$ cat config.mk
export PLATFORM = sky130hd
export DESIGN_NAME = axi_uart_tx_slave
export DESIGN_NICKNAME = d
export VERILOG_FILES = /design/src/rtl/uart_axi_pkg.sv /design/src/rtl/uart_tx_fifo.sv /design/src/rtl/axi_uart_tx_slave.sv
export SDC_FILE = /design/constraint.sdc
export NUM_CORES = 1
export LEC_CHECK = 0
export ABC_AREA = 1
export BUFFER_PORTS_ARGS = -buffer_cell sky130_fd_sc_hd__buf_2
export CORE_UTILIZATION = 40
export CTS_BUF_LIST = sky130_fd_sc_hd__clkbuf_16
export DETAILED_ROUTE_END_ITERATION = 10
export HOLD_SLACK_MARGIN = 0.05
export PLACE_DENSITY = 0.67
export RECOVER_POWER = 25
export SKIP_CTS_REPAIR_TIMING = 1
export SLEW_MARGIN = 10
export SYNTH_ARGS = -nofsm -noshare
export SYNTH_HDL_FRONTEND = slang
export SYNTH_SLANG_ARGS = --single-unit
$ cat constraint.sdc
create_clock -name clk -period 6.1 [get_ports clk]
set_input_delay 0 -clock clk [delete_from_list [all_inputs] [get_ports clk]]
set_output_delay 0 -clock clk [all_outputs]
set_load 0.1 [all_outputs]
$ cat src/rtl/uart_axi_pkg.sv
// Shared constants, status bit positions and FSM state types for the AXI console UART.
package uart_axi_pkg;

    localparam logic [1:0] RESP_OKAY   = 2'b00;
    localparam logic [1:0] RESP_SLVERR = 2'b10;
    localparam logic [1:0] RESP_DECERR = 2'b11;

    // Status word layout: [0] full, [1] empty, [2] tx_busy, [7:3] saturated FIFO level.
    localparam int STAT_FULL    = 0;
    localparam int STAT_EMPTY   = 1;
    localparam int STAT_BUSY    = 2;
    localparam int STAT_LVL_LSB = 3;

    localparam int TX_BIT_CNT_W  = 4;
    localparam int TX_FRAME_BITS = 10;

    typedef enum logic [1:0] {
        WIDLE = 2'd0,
        WDATA = 2'd1,
        WRESP = 2'd2
    } wstate_e;

    typedef enum logic {
        RIDLE = 1'b0,
        RDATA = 1'b1
    } rstate_e;

endpackage

$ cat src/rtl/uart_tx_fifo.sv
// Synchronous byte FIFO; pointers carry one extra wrap bit so full and empty are distinguishable.
module uart_tx_fifo #(
    parameter int DEPTH = 16
) (
    input  logic                     clk,
    input  logic                     rst_n,
    input  logic                     push,
    input  logic [7:0]               din,
    input  logic                     pop,
    output logic [7:0]               dout,
    output logic                     full,
    output logic                     empty,
    output logic [$clog2(DEPTH):0]   level
);
    localparam int AW = $clog2(DEPTH);

    logic [7:0]  mem_q [DEPTH];
    logic [AW:0] wr_ptr_q, wr_ptr_d;
    logic [AW:0] rd_ptr_q, rd_ptr_d;
    logic        do_push, do_pop;

    assign empty = (wr_ptr_q == rd_ptr_q);
    assign full  = (wr_ptr_q[AW] != rd_ptr_q[AW]) && (wr_ptr_q[AW-1:0] == rd_ptr_q[AW-1:0]);
    assign level = wr_ptr_q - rd_ptr_q;
    assign dout  = mem_q[rd_ptr_q[AW-1:0]];

    // A push while full is only legal when the same cycle frees a slot.
    assign do_push = push && (!full || pop);
    assign do_pop  = pop && !empty;

    always_comb begin
        wr_ptr_d = wr_ptr_q;
        rd_ptr_d = rd_ptr_q;
        if (do_push) wr_ptr_d = wr_ptr_q + 1'b1;
        if (do_pop)  rd_ptr_d = rd_ptr_q + 1'b1;
    end

    always_ff @(posedge clk or negedge rst_n) begin
        if (!rst_n) begin
            wr_ptr_q <= '0;
            rd_ptr_q <= '0;
        end else begin
            wr_ptr_q <= wr_ptr_d;
            rd_ptr_q <= rd_ptr_d;
        end
    end

    always_ff @(posedge clk) begin
        if (do_push) mem_q[wr_ptr_q[AW-1:0]] <= din;
    end

endmodule

$ cat src/rtl/axi_uart_tx_slave.sv
// AXI4 console UART responder: write beats feed a TX FIFO drained as 8N1 frames, reads return status.
// Optional UART_SIM_PRINT_EN echoes every accepted byte to the simulator console.
module axi_uart_tx_slave
    import uart_axi_pkg::*;
#(
    parameter int          FIFO_DEPTH = 16,
    parameter int          CLK_DIV    = 16,
    parameter logic [31:0] BASE_ADDR  = 32'ha00003f8
) (
    input  logic        clk,
    input  logic        rst_n,
    output logic        awready,
    input  logic        awvalid,
    input  logic [31:0] awaddr,
    input  logic [3:0]  awid,
    input  logic [7:0]  awlen,
    input  logic [2:0]  awsize,
    input  logic [1:0]  awburst,
    output logic        wready,
    input  logic        wvalid,
    input  logic [63:0] wdata,
    input  logic [7:0]  wstrb,
    input  logic        wlast,
    output logic        bvalid,
    input  logic        bready,
    output logic [1:0]  bresp,
    output logic [3:0]  bid,
    output logic        arready,
    input  logic        arvalid,
    input  logic [31:0] araddr,
    input  logic [3:0]  arid,
    input  logic [7:0]  arlen,
    input  logic [2:0]  arsize,
    input  logic [1:0]  arburst,
    output logic        rvalid,
    input  logic        rready,
    output logic [1:0]  rresp,
    output logic [63:0] rdata,
    output logic        rlast,
    output logic [3:0]  rid,
    output logic        tx
);
    localparam int LVL_W  = $clog2(FIFO_DEPTH) + 1;
    localparam int BAUD_W = $clog2(CLK_DIV);

    logic             fifo_push, fifo_pop, fifo_full, fifo_empty;
    logic [7:0]       fifo_dout, w_byte;
    logic [LVL_W-1:0] fifo_level;
    logic [7:0]       status;
    logic             unused_ok;

    assign unused_ok = ^{awsize, awburst, arsize, arburst};

    uart_tx_fifo #(.DEPTH(FIFO_DEPTH)) u_fifo (
        .clk   (clk),
        .rst_n (rst_n),
        .push  (fifo_push),
        .din   (w_byte),
        .pop   (fifo_pop),
        .dout  (fifo_dout),
        .full  (fifo_full),
        .empty (fifo_empty),
        .level (fifo_level)
    );

    // ---------------- write path ----------------
    wstate_e     wstate_q, wstate_d;
    logic        awready_q, awready_d;
    logic [2:0]  lane_q, lane_d;
    logic [3:0]  awid_q, awid_d;
    logic [7:0]  awlen_q, awlen_d;
    logic        whit_q, whit_d;
    logic [8:0]  beats_q, beats_d, beat_cnt;
    logic [1:0]  bresp_q, bresp_d;

    assign awready = awready_q;
    assign wready  = (wstate_q == WDATA) && !fifo_full;
    assign bvalid  = (wstate_q == WRESP);
    assign bresp   = bvalid ? bresp_q : RESP_OKAY;
    assign bid     = bvalid ? awid_q : 4'd0;
    assign w_byte  = wdata[{lane_q, 3'b000} +: 8];

    always_comb begin
        wstate_d  = wstate_q;
        lane_d    = lane_q;
        awid_d    = awid_q;
        awlen_d   = awlen_q;
        whit_d    = whit_q;
        beats_d   = beats_q;
        bresp_d   = bresp_q;
        fifo_push = 1'b0;
        // Saturating so an overlong burst can never wrap back to a matching count.
        beat_cnt  = (beats_q == 9'h1FF) ? beats_q : beats_q + 9'd1;
        case (wstate_q)
            WIDLE: begin
                if (awvalid && awready_q) begin
                    wstate_d = WDATA;
                    lane_d   = awaddr[2:0];
                    awid_d   = awid;
                    awlen_d  = awlen;
                    whit_d   = (awaddr == BASE_ADDR);
                    beats_d  = 9'd0;
                end
            end
            WDATA: begin
                if (wvalid && wready) begin
                    fifo_push = whit_q && wstrb[lane_q];
                    beats_d   = beat_cnt;
                    if (wlast) begin
                        wstate_d = WRESP;
                        if (!whit_q)                                   bresp_d = RESP_DECERR;
                        else if (beat_cnt != ({1'b0, awlen_q} + 9'd1)) bresp_d = RESP_SLVERR;
                        else                                           bresp_d = RESP_OKAY;
                    end
                end
            end
            WRESP: begin
                if (bready) wstate_d = WIDLE;
            end
            default: wstate_d = WIDLE;
        endcase
        awready_d = (wstate_d == WIDLE);
    end

    always_ff @(posedge clk or negedge rst_n) begin
        if (!rst_n) begin
            wstate_q  <= WIDLE;
            awready_q <= 1'b0;
            lane_q    <= 3'd0;
            awid_q    <= 4'd0;
            awlen_q   <= 8'd0;
            whit_q    <= 1'b0;
            beats_q   <= 9'd0;
            bresp_q   <= RESP_OKAY;
        end else begin
            wstate_q  <= wstate_d;
            awready_q <= awready_d;
            lane_q    <= lane_d;
            awid_q    <= awid_d;
            awlen_q   <= awlen_d;
            whit_q    <= whit_d;
            beats_q   <= beats_d;
            bresp_q   <= bresp_d;
        end
    end

`ifdef UART_SIM_PRINT_EN
    always @(posedge clk) begin
        if (fifo_push) begin
            $write("%c", w_byte);
        end
    end
`endif

    // ---------------- serializer ----------------
    logic                    busy_q, busy_d;
    logic [TX_BIT_CNT_W-1:0] bit_cnt_q, bit_cnt_d;
    logic [BAUD_W-1:0]       baud_q, baud_d;
    logic [9:0]              shift_q, shift_d;
    logic                    baud_end, frame_end;

    assign tx        = shift_q[0];
    assign baud_end  = (baud_q == BAUD_W'(CLK_DIV - 1));
    assign frame_end = busy_q && baud_end && (bit_cnt_q == TX_BIT_CNT_W'(TX_FRAME_BITS - 1));

    always_comb begin
        busy_d    = busy_q;
        bit_cnt_d = bit_cnt_q;
        baud_d    = baud_q;
        shift_d   = shift_q;
        fifo_pop  = 1'b0;
        // Reloading straight out of the stop bit keeps back-to-back frames gapless.
        if (!busy_q || frame_end) begin
            bit_cnt_d = '0;
            baud_d    = '0;
            if (!fifo_empty) begin
                fifo_pop = 1'b1;
                busy_d   = 1'b1;
                shift_d  = {1'b1, fifo_dout, 1'b0};
            end else begin
                busy_d  = 1'b0;
                shift_d = '1;
            end
        end else if (baud_end) begin
            baud_d    = '0;
            bit_cnt_d = bit_cnt_q + TX_BIT_CNT_W'(1);
            shift_d   = {1'b1, shift_q[9:1]};
        end else begin
            baud_d = baud_q + BAUD_W'(1);
        end
    end

    always_ff @(posedge clk or negedge rst_n) begin
        if (!rst_n) begin
            busy_q    <= 1'b0;
            bit_cnt_q <= '0;
            baud_q    <= '0;
            shift_q   <= '1;
        end else begin
            busy_q    <= busy_d;
            bit_cnt_q <= bit_cnt_d;
            baud_q    <= baud_d;
            shift_q   <= shift_d;
        end
    end

    // ---------------- read path ----------------
    rstate_e     rstate_q, rstate_d;
    logic        arready_q, arready_d;
    logic [3:0]  arid_q, arid_d;
    logic [7:0]  arlen_q, arlen_d;
    logic        rhit_q, rhit_d;
    logic [7:0]  rbeat_q, rbeat_d;
    logic [63:0] rdata_q, rdata_d;

    always_comb begin
        status               = 8'd0;
        status[STAT_FULL]    = fifo_full;
        status[STAT_EMPTY]   = fifo_empty;
        status[STAT_BUSY]    = busy_q;
        if (32'(fifo_level) > 32'd31) status[7:STAT_LVL_LSB] = 5'd31;
        else                          status[7:STAT_LVL_LSB] = 5'(fifo_level);
    end

    assign arready = arready_q;
    assign rvalid  = (rstate_q == RDATA);
    assign rlast   = rvalid && (rbeat_q == arlen_q);
    assign rid     = rvalid ? arid_q : 4'd0;
    assign rresp   = rvalid ? (rhit_q ? RESP_OKAY : RESP_DECERR) : RESP_OKAY;
    assign rdata   = rvalid ? rdata_q : 64'd0;

    always_comb begin
        rstate_d = rstate_q;
        arid_d   = arid_q;
        arlen_d  = arlen_q;
        rhit_d   = rhit_q;
        rbeat_d  = rbeat_q;
        rdata_d  = rdata_q;
        // Each beat's data is captured when it is launched, so it holds while rready is low.
        case (rstate_q)
            RIDLE: begin
                if (arvalid && arready_q) begin
                    rstate_d = RDATA;
                    arid_d   = arid;
                    arlen_d  = arlen;
                    rhit_d   = (araddr == BASE_ADDR);
                    rbeat_d  = 8'd0;
                    rdata_d  = (araddr == BASE_ADDR) ? {8{status}} : 64'd0;
                end
            end
            RDATA: begin
                if (rready) begin
                    if (rbeat_q == arlen_q) begin
                        rstate_d = RIDLE;
                    end else begin
                        rbeat_d = rbeat_q + 8'd1;
                        rdata_d = rhit_q ? {8{status}} : 64'd0;
                    end
                end
            end
            default: rstate_d = RIDLE;
        endcase
        arready_d = (rstate_d == RIDLE);
    end

    always_ff @(posedge clk or negedge rst_n) begin
        if (!rst_n) begin
            rstate_q  <= RIDLE;
            arready_q <= 1'b0;
            arid_q    <= 4'd0;
            arlen_q   <= 8'd0;
            rhit_q    <= 1'b0;
            rbeat_q   <= 8'd0;
            rdata_q   <= 64'd0;
        end else begin
            rstate_q  <= rstate_d;
            arready_q <= arready_d;
            arid_q    <= arid_d;
            arlen_q   <= arlen_d;
            rhit_q    <= rhit_d;
            rbeat_q   <= rbeat_d;
            rdata_q   <= rdata_d;
        end
    end

endmodule

Word-level counts from Yosys, hierarchy flattened
Memories as Yosys holds them, arrays and structs flattened.
Cells that the tools add are included.
- memory bits (writable): 128
- input port bits: 178
- memories kept: 1
- word-level logic and storage cells: 122
- output and inout port bits: 83
- register bits after elaboration: 146
- magnitude comparators: 1
- multiplexer cells: 46
- equality and inequality tests: 17
- bitwise operators: 2
- reductions and logical operators: 25
- add/sub/neg operators: 8
- shift-type cells: 1
- memory list (name ; words ; bits a word ; read ports ; clocked after memory_dff ; write ports ; RTL line ; source):
    u_fifo.mem_q ; 16 ; 8 ; 1 ; 0 ; 1 ; uart_tx_fifo.sv:17 ; logic [7:0] mem_q [DEPTH];
- operators with widths (operator ; count):
    64-bit two-way mux ; 6
    64-bit case mux with 2 select lines ; 1
    32-bit == test, second input constant ; 2
    64-bit by 7-bit indexed part select with 8-bit output ; 1
    9-bit two-way mux ; 4
    4-bit two-way mux ; 6
    8-bit two-way mux ; 3
    10-bit two-way mux ; 2
    2-bit two-way mux ; 9
    9-bit case mux with 2 select lines ; 1
    8-bit case mux with 2 select lines ; 1
    1-bit logical AND ; 11
    5-bit by 1-bit adder with 5-bit output, second input constant ; 2
    1-bit two-way mux ; 10
    8-bit by 1-bit adder with 9-bit output, second input constant ; 1
    9-bit by 1-bit adder with 9-bit output, second input constant ; 1
    9-bit == test, second input constant ; 1
    9-bit != test ; 1
    3-bit AND reduction ; 3
    4-bit by 1-bit adder with 4-bit output, second input constant ; 2
    8-bit by 1-bit adder with 8-bit output, second input constant ; 1
    4-bit == test, second input constant ; 2
    8-bit == test ; 1
    2-bit != test, second input constant ; 4
    other kinds (17) ; 24

Depth between registers and ports, before layout
Gate-level depths: netlist of run 1.
- depth after elaboration: 10
- mapped depth: 14
- mapped depth without buffers: 13

By module
From an unflattened synthesis of run 1, not the netlist that was laid out.
- cell total of the unflattened synthesis: 1465
- area, all modules: 11935.2 µm²
- modules (own cells, without submodules) (module ; times used ; area an instance (µm²) ; sequential area each (µm²) ; cells each):
    uart_tx_fifo ; 1 ; 6459.9 ; 4093.9 ; 676
    axi_uart_tx_slave ; 1 ; 5475.3 ; 1988.2 ; 789

Worst setup path after synthesis of run 1
Ideal clock, no wire load.
- path kind: flip-flop to output port
- start: register wstate_q[0]
- end: output port bid[0]
- stages on the path, launching flop included: 4
- buffers on the path: 0
- required time: 6100 ps
- arrival: 3368 ps
- path slack: 2732 ps
- cells stage by stage: dfrtp_1 nor2_1 inv_1 nor2_1
- word-level cells in the longest chain between the ends: 2
- RTL lines (what ; RTL line ; source):
    from (decl) ; axi_uart_tx_slave.sv:67 ; wstate_e wstate_q, wstate_d;
    from (signal assigned) ; axi_uart_tx_slave.sv:136 ; wstate_q <= wstate_d;
    2-bit == test ; axi_uart_tx_slave.sv:78 ; assign bvalid = (wstate_q == WRESP);
    via bvalid ; axi_uart_tx_slave.sv:24 ; output logic bvalid,
    4-bit two-way mux ; axi_uart_tx_slave.sv:80 ; assign bid = bvalid ? awid_q : 4'd0;
    to (decl) ; axi_uart_tx_slave.sv:27 ; output logic [3:0] bid,
The timed path passes the listed nets, and every way through them passes these cells.

==> reports/metrics.yaml, run 1 <==
run_status:
  outcome: "complete, but fails checks"
  violations: "capacitance limit, slew limit"
grt:
  grt.total_usage_pct: 18.5
  antenna_found_initial: 0
  grt_pass1_vias: 8502
  grt-ovfl-total: 0
  grt_pass1_wl_um: 42200
  grt_max_degree: 69
synthesis:
  ys_seq_elements: 217
  syn-num-nets: 1394
  synthTopCellsByArea: "edfxtp_1 (35%), dfrtp_1 (18%), nor2_1 (6.9%)"
  synth_area_leader_cell: "edfxtp_1"
  syn_area_per_cell_um2: 9.21
  dominantRegCellSynth: "edfxtp_1"
  yosysWarningCount: 0
  synth_cell_type_count: 46
  synth_edf_count: 128
  synthArstFlopShare_pct: 41.0
  synth_cells: 1200
  yosysTopAreaCellShare_pct: 34.8
  ys_seq_area_share_pct: 55.1
  synth_area_um2: 11000
sta:
  worstMarginPinSlew_ns: 2.46
  hold_violations: 0
  slew_headroom_pct: -64.0
  setup_violations: 0
  rsz0062_at_grt: "no"
  final_max_slew_viol_count: 92
  fmax_mhz: 249
  finalClockSkew_ns: 0.0216
  setup_slack_ns: 2.08
  period_needed_ns: 4.02
  whs_ns: 0.112
  tns_ns: 0
  period_share_pct: 65.9
detailed_routing:
  avgRoutedWirePerCell_um: 14.8
  wl_um: 26400
  vias: 9008
  topRoutingLayerUsed: "met4"
  dr.pass1.iters: 5
  antenna_left: 0
  dr_wl_met2_um: 12700
  drt-met1-wl_um: 11700
  met3_length_um: 1520
  drt-initial-drc-count: 551
  vias_per_cell: 5.06
  drc: 0
final_layout:
  drive_gt1_share_pct: 21.4
  antennaDiodeCount: 0
  finalNetCount: 1617
  final_util_pct: 49.4
  finalNonFillerCells: 1781
  syn_to_final_growth_pct: 20.8
  stdcell_area_um2: 13400
die:
  start_util_pct: 40.9
  dieArea_um2: 28300
  die_x_um: 168
  rows: 60
  core_um2: 27000
  die_y_um: 168
  io_pins: 261
cts:
  clockBufferDepth: 3
  htreeDepth: 1
  worst_skew_pair.late_latency_ns: 0.52
  cts-root-buf: "clkbuf_16"
  cts_tree: "built"
  path_clk_slew_ns: 0.06
  cts_made_buffers: 24
  clock-sinks: 217
worst_setup_path:
  start_kind: "input port"
  required_ns: 6.19
  path_class: "input port to async pin"
  cp-end-kind: "async pin"
  worstPathArrival_ns: 4.11
  path_max_fanout: 46
placed_design:
  post-place-ws_ns: 2.56
  globalplace.congestion: 0.836
  post-place-cells: 1695
  dp_hpwl_um: 18300
  dpl_cell_area_um2: 12200
  io_buffers: 250
worst_hold_path:
  hp-class: "input port to register"
pwr:
  power_mw: 6.04
  leakage_nw: 5.96
  powerDensity_nw_per_um2: 453
  peakVddDrop_v: 0.000256
run:
  maxCapViolCount: 2
==> per-layer routing <==
| layer | track usage [%] | vias up |
|---|---|---|
| met5 | 0 | - |
| met4 | 4.70 | 0 |
| met3 | 2.14 | 38 |
| met2 | 31.8 | 329 |
| met1 | 24.9 | 4191 |
| li1 | - | 4450 |
==> synthesized netlist by cell type, drive strengths merged (15+ instances only) <==
| cell type | count |
|---|---|
| nor2 | 210 |
| nand2 | 202 |
| o21ai | 148 |
| edfxtp | 128 |
| inv | 103 |
| dfrtp | 80 |
| buf | 69 |
| nand3 | 47 |
| clkbuf | 33 |
| o22ai | 30 |
| xor2 | 23 |
| nand4 | 21 |
| ha | 15 |
| o211ai | 15 |
==> state kept, by name, summed over array words and instances (netlist names), 5 cells and up <==
| signal | count |
|---|---|
| u_fifo.mem_q | 128 |
| u_fifo.rd_ptr_q | 5 |
| rdata_q | 8 |
| shift_q | 9 |
| u_fifo.wr_ptr_q | 5 |
| rbeat_q | 8 |
| beats_q | 9 |
| awlen_q | 8 |
| arlen_q | 8 |
==> power by group <==
part	leakage, nW	internal, mW	switching [mW]
sequential	2.26	1.95	0.199
combinational	3.30	0.507	1.97
clock	0.402	0.863	0.558
==> area by class of cell <==
type,instances,area (um2)
fillers,2532,13700
clock buffers,25,626
multi-input cells,775,3970
inverters,106,403
clock inverters,18,155
flip-flops and latches,217,6080
repair buffers,299,1690
well taps,341,427
==> critical path: stages <==
cell	delay, ns
dlygate4sd3_1	0.52
clkbuf_1	1.69
clkbuf_1	1.84
==> cells by family (layout without fill, tap and decap cells) <==
logic type	count (synthesis)	after routing	synth area share, %
compound gates	227	227	11.5
simple gates	496	496	19.2
mux	9	9	0.917
fa+ha+maj	16	16	1.88
buf+inv	208	448	9.29
xor+xnor	27	27	2.21
flops	217	217	55.1
==> cell usage in the layout (no fill, tap or decap), types with 2 or more instances in the layout <==
cell,synthesis,final
dfrtp_1,80,80
xor2_1,22,22
ha_1,15,15
clkinv_2,0,7
bufinv_16,0,3
nand2_4,4,4
o21ai_1,3,3
o211ai_1,15,15
nand3b_1,3,3
nor4_1,6,6
nor2_4,4,3
buf_4,59,5
nor2_2,2,2
inv_2,6,5
a31oi_2,0,7
inv_1,96,100
buf_2,9,221
o21ai_0,144,144
clkinv_1,3,8
nor2_1,204,205
edfxtp_1,128,128
nor3_1,5,5
o22ai_1,30,30
nand2_1,195,197
dfstp_2,9,9
xnor2_1,4,4
o221ai_1,6,6
dlygate4sd3_1,0,43
nand3_1,45,45
clkbuf_16,0,25
clkbuf_1,33,30
o21bai_1,2,2
mux2_2,9,9
a21oi_1,13,13
nand4_1,21,21
==> final timing paths <==
| check | start | endpoint | slack (ns) | cells after the start |
|---|---|---|---|---|
| worst max-delay path | rst_n | rdata_q[57] | 2.08 | 3 |
| max in group clk | lane_q[0] | u_fifo.mem_q[15][3] | 2.59 | 7 |
| min in group asynchronous | rst_n | awlen_q[7] | 0.76 | 2 |
| worst min-delay path | arvalid | rbeat_q[0] | 0.11 | 7 |
| worst max register to register | lane_q[0] | u_fifo.mem_q[15][3] | 2.59 | 7 |
| worst min register to register | shift_q[7] | shift_q[7] | 0.47 | 2 |
Power figures use the tool's default switching activity.
==> run 2: changes to the inputs <==
==> constraint.sdc (replaced) <==
create_clock -name clk -period 4 [get_ports clk]
set_input_delay 0 -clock clk [delete_from_list [all_inputs] [get_ports clk]]
set_output_delay 0 -clock clk [all_outputs]
set_load 0.1 [all_outputs]
==> run 2 against run 1 <==
Critical endpoint is now u_fifo.mem_q[13][2]. Count of clock-buffer cells in the layout decreased by 2. First-iteration DRC count rose by 7.4%. Final cell count grew 0.62%. Sequential cell count stayed put. Worst hold slack worse by 0.015 ns. Largest cell class unchanged. Die area did not move. The flow still finishes with violations (capacitance limit, slew limit). Via count is 0.70% higher. Sequential power increased by 50%.
==> reports/metrics.yaml, run 2 (synthesis gave the netlist of run 1 again) <==
run_status:
  outcome: "complete, but fails checks"
  violations: "capacitance limit, slew limit"
final_layout:
  finalNetCount: 1630
  multi_input_comb_area_um2: 3920
  largest_reg_flops: 128
  ff_latch_area_um2: 6080
  drive_gt1_share_pct: 22.1
  final_common_cell: "buf_2"
  antennaDiodeCount: 0
  syn_to_final_growth_pct: 21.2
  final_cell_mix: "buf_2 (234), nor2_1 (205), nand2_1 (197)"
  fillCellCount: 2462
run:
  maxCapViolCount: 1
worst_setup_path:
  required_ns: 4.13
  path_max_fanout: 11
  worstPathCellList: "inv_1, ha_1, nand2_1, nor3_2, nand2_1, inv_1, nor2_4, nand2_1, nor2_4, nand3_4, inv_6, nand2_4, nor2_1"
  critical_path.most_common_cell: "nand2_1"
  r2r_slack_ns: 0.81
  cp-end-kind: "register"
  crit_family: "simple AND/OR/NAND/NOR gates"
  worstPathArrival_ns: 3.32
  critPathMaxStageDelay_ns: 0.56
  crit_path_top_delay_cell: "nor2_1"
  crit_buf_inv: 3
  start_kind: "register"
  path_class: "register to register"
grt:
  grt-ovfl-total: 0
  grt.total_usage_pct: 18.4
  grt_pass1_vias: 8357
  grt_pass1_wl_um: 42000
  grt_max_degree: 68
  antenna_found_initial: 0
sta:
  finalClockSkew_ns: 0.0167
  final_max_slew_viol_count: 59
  setup_slack_ns: 0.813
  setup_violations: 0
  rsz0062_at_grt: "no"
  fmax_mhz: 314
  period_needed_ns: 3.19
  worstMarginPinSlew_ns: 3.23
  whs_ns: 0.0965
  hold_violations: 0
  period_share_pct: 79.7
  tns_ns: 0
  slew_headroom_pct: -116
detailed_routing:
  dr.pass1.iters: 5
  wl_um: 26600
  antenna_left: 0
  drc: 0
  vias_per_cell: 5.06
  avgRoutedWirePerCell_um: 14.8
  vias: 9071
  drt-initial-drc-count: 592
placed_design:
  globalplace.congestion: 0.832
  post-place-ws_ns: 1.00
  dp_hpwl_um: 18400
  io_buffers: 250
cts:
  clock-sinks: 217
  worst_skew_pair.late_latency_ns: 0.50
  path_clk_slew_ns: 0.06
  cts_made_buffers: 22
  cts_tree: "built"
  cts-root-buf: "clkbuf_16"
  clockBufferDepth: 3
  htreeDepth: 1
die:
  die_y_um: 168
  dieArea_um2: 28300
  die_x_um: 168
  rows: 60
  io_pins: 261
  core_um2: 27000
  start_util_pct: 40.9
pwr:
  power_mw: 9.19
  leakage_nw: 6.07
  powerDensity_nw_per_um2: 686
  peakVddDrop_v: 0.000463
worst_hold_path:
  hp-class: "input port to register"
==> run 2: cell types whose count changed in the layout (fill, tap and decap cells not counted), sizes merged <==
cell	delta
buf	+29
inv	+4
dlygate4sd3	-1
clkbuf	-15
bufinv	+1
clkinv	-7
==> run 2: final timing paths <==
| check | cells past startpoint | endpoint | startpoint |
|---|---|---|---|
| worst max register to register | 13 | u_fifo.mem_q[13][2] | u_fifo.rd_ptr_q[3] |
| worst max-delay path | 13 | u_fifo.mem_q[13][2] | u_fifo.rd_ptr_q[3] |
| worst min-delay path | 7 | rbeat_q[2] | arvalid |
| max in group asynchronous | 2 | u_fifo.wr_ptr_q[0] | rst_n |
| min in group asynchronous | 2 | lane_q[1] | rst_n |
| worst min register to register | 1 | baud_q[0] | baud_q[0] |
==> run 2: layout make-up <==
cell class	count	share of cell area, %
timing repair buffer	314	13.5
clock inverter	16	1.23
inverter	106	3.01
sequential	217	45.4
multi-input combinational	775	29.3
tap	341	3.19
clock buffer	23	4.30
==> run 2: power breakdown <==
group	internal (mW)	total (mW)	switching (mW)
Sequential	2.96	3.22	0.260
Combinational	0.840	3.87	3.03
Clock	1.29	2.10	0.810
==> run 2: tightest hold or removal path, delay by kind of cell <==
family	cells	cell delay (ns)
AOI/OAI and AO/OA	2	0.15
buffers and inverters	2	0.19
and+or+nand+nor	3	0.20
==> run 2: stage by stage <==
step	cell area, um2	cells	utilization [%]
2_1_floorplan	11000	1200	-
3_3_place_gp	12300	1711	45.4
3_5_place_dp	12300	1711	45.4
4_1_cts	13000	1750	48.1
5_1_grt	13400	1792	49.5
6_report	13400	1792	49.5
==> run 2: per-layer routing <==
metal	global-route usage [%]	routed length, um	vias to the layer above
met5	0	0	-
met3	2.61	1780	44
li1	-	-	4464
met4	5.49	589	0
met2	31.0	12600	368
met1	24.5	11600	4195
==> run 3: changes to the inputs <==
==> constraint.sdc (replaced) <==
create_clock -name clk -period 3.14 [get_ports clk]
set_input_delay 0 -clock clk [delete_from_list [all_inputs] [get_ports clk]]
set_output_delay 0 -clock clk [all_outputs]
set_load 0.1 [all_outputs]
==> run 3 against run 2 <==
The run still ends with capacitance limit, slew limit left. Clock power up 41%. Fmax up 17%. Clock skew up 0.0078 ns. Sequential share of layout area down 0.85 points. Sequential cell count unchanged. Non-clock buffer count up 9. Combinational power up 31%. Worst hold slack worse by 0.072 ns.
==> reports/metrics.yaml, run 3 (synthesis gave the netlist of run 1 again) <==
cts:
  worst_skew_pair.late_latency_ns: 0.54
  htreeDepth: 1
  clockBufferDepth: 3
  path_clk_slew_ns: 0.06
  clock-sinks: 217
  cts-root-buf: "clkbuf_16"
  cts_made_buffers: 25
  cts_tree: "built"
detailed_routing:
  vias_per_cell: 5.08
  antenna_left: 0
  avgRoutedWirePerCell_um: 15.4
  drc: 0
  dr.pass1.iters: 5
  wl_um: 27900
  drt-initial-drc-count: 657
  vias: 9197
placed_design:
  dpl_cell_area_um2: 12300
  post-place-ws_ns: 0.429
  globalplace.congestion: 0.885
  io_buffers: 250
  dp_hpwl_um: 19100
grt:
  grt.total_usage_pct: 18.8
  grt-ovfl-total: 0
  grt_pass1_wl_um: 42400
  antenna_found_initial: 3
  grt_max_degree: 68
  grt_pass1_vias: 8526
worst_hold_path:
  hp-class: "input port to register"
run_status:
  outcome: "complete, but fails checks"
  violations: "capacitance limit, slew limit"
die:
  dieArea_um2: 28300
  io_pins: 261
  rows: 60
  die_x_um: 168
  core_um2: 27000
  die_y_um: 168
  start_util_pct: 40.9
worst_setup_path:
  start_kind: "register"
  path_max_fanout: 9
  r2r_slack_ns: 0.42
  worstPathArrival_ns: 2.88
  required_ns: 3.30
  path_class: "register to register"
  cp-end-kind: "register"
final_layout:
  syn_to_final_growth_pct: 23.5
  drive_gt1_share_pct: 24.1
  largest_reg_flops: 128
  final_cell_mix: "buf_2 (238), nand2_1 (197), nor2_1 (189)"
  finalNetCount: 1642
  stdcell_area_um2: 13600
  final_common_cell: "buf_2"
sta:
  setup_slack_ns: 0.420
  fmax_mhz: 368
  rsz0062_at_grt: "no"
  hold_violations: 0
  finalClockSkew_ns: 0.0244
  whs_ns: 0.0241
  period_needed_ns: 2.72
  final_max_slew_viol_count: 47
  setup_violations: 0
  worstMarginPinSlew_ns: 2.62
  slew_headroom_pct: -74.8
  period_share_pct: 86.6
pwr:
  leakage_nw: 6.18
  peakVddDrop_v: 0.00107
  powerDensity_nw_per_um2: 889
run:
  maxCapViolCount: 1
-- run 3: power by group --
part           leakage, nW  total [mW]  internal, mW  switching, mW
clock network        0.424        2.97          1.79           1.18
registers             2.26        4.07          3.77          0.301
logic                 3.49        5.08          1.14           3.94
total                 6.18        12.1          6.70           5.42
-- run 3: metrics by stage --
stage | util (%) | power [mW] | instances | setup TNS, ns
final | 50.5 | 12.1 | 1811 | 0
after global placement | 45.6 | 9.07 | 1712 | 0
after floorplan | - | 8.16 | 1200 | -1.37
after CTS | 48.7 | 12.1 | 1758 | 0
after detailed placement | 45.6 | 9.10 | 1712 | 0
after global routing | 50.5 | 12.7 | 1811 | 0
-- run 3: worst paths after layout --
kind / startpoint / cells after the start / to
setup / recovery: u_fifo.rd_ptr_q[2] / 13 / u_fifo.mem_q[15][0]
hold / removal: arvalid / 7 / rbeat_q[2]
setup reg to reg: u_fifo.rd_ptr_q[2] / 13 / u_fifo.mem_q[15][0]
hold reg to reg: baud_q[0] / 1 / baud_q[0]
max in group asynchronous: rst_n / 3 / lane_q[1]
min in group asynchronous: rst_n / 2 / bit_cnt_q[1]
-- run 3: metal layers --
metal	part of all wire [%]	track usage, %
met4	3.1	6.32
met5	0	0
met2	49	33.4
met3	5.7	2.52
met1	42	23.7
-- run 3: cell type report --
class / instances / area [um2]
clock inverter: 21 / 223
multi-input combinational: 775 / 3970
inverter: 106 / 403
tap: 341 / 427
clock buffer: 25 / 626
sequential: 217 / 6080
fill: 2441 / 13400
timing repair buffer: 323 / 1900
antenna: 3 / 7.51
-- run 3: critical path, cell delays in order (launching register included) --
cell,delay (ns)
dfrtp_1,0.38
inv_1,0.15
ha_1,0.32
nand2_1,0.11
nor3_2,0.05
nand2_1,0.06
inv_2,0.06
nor2_4,0.12
nand2_4,0.10
nor2_4,0.14
nand3_4,0.15
nor2_2,0.14
nand2_1,0.10
nor2_2,0.43
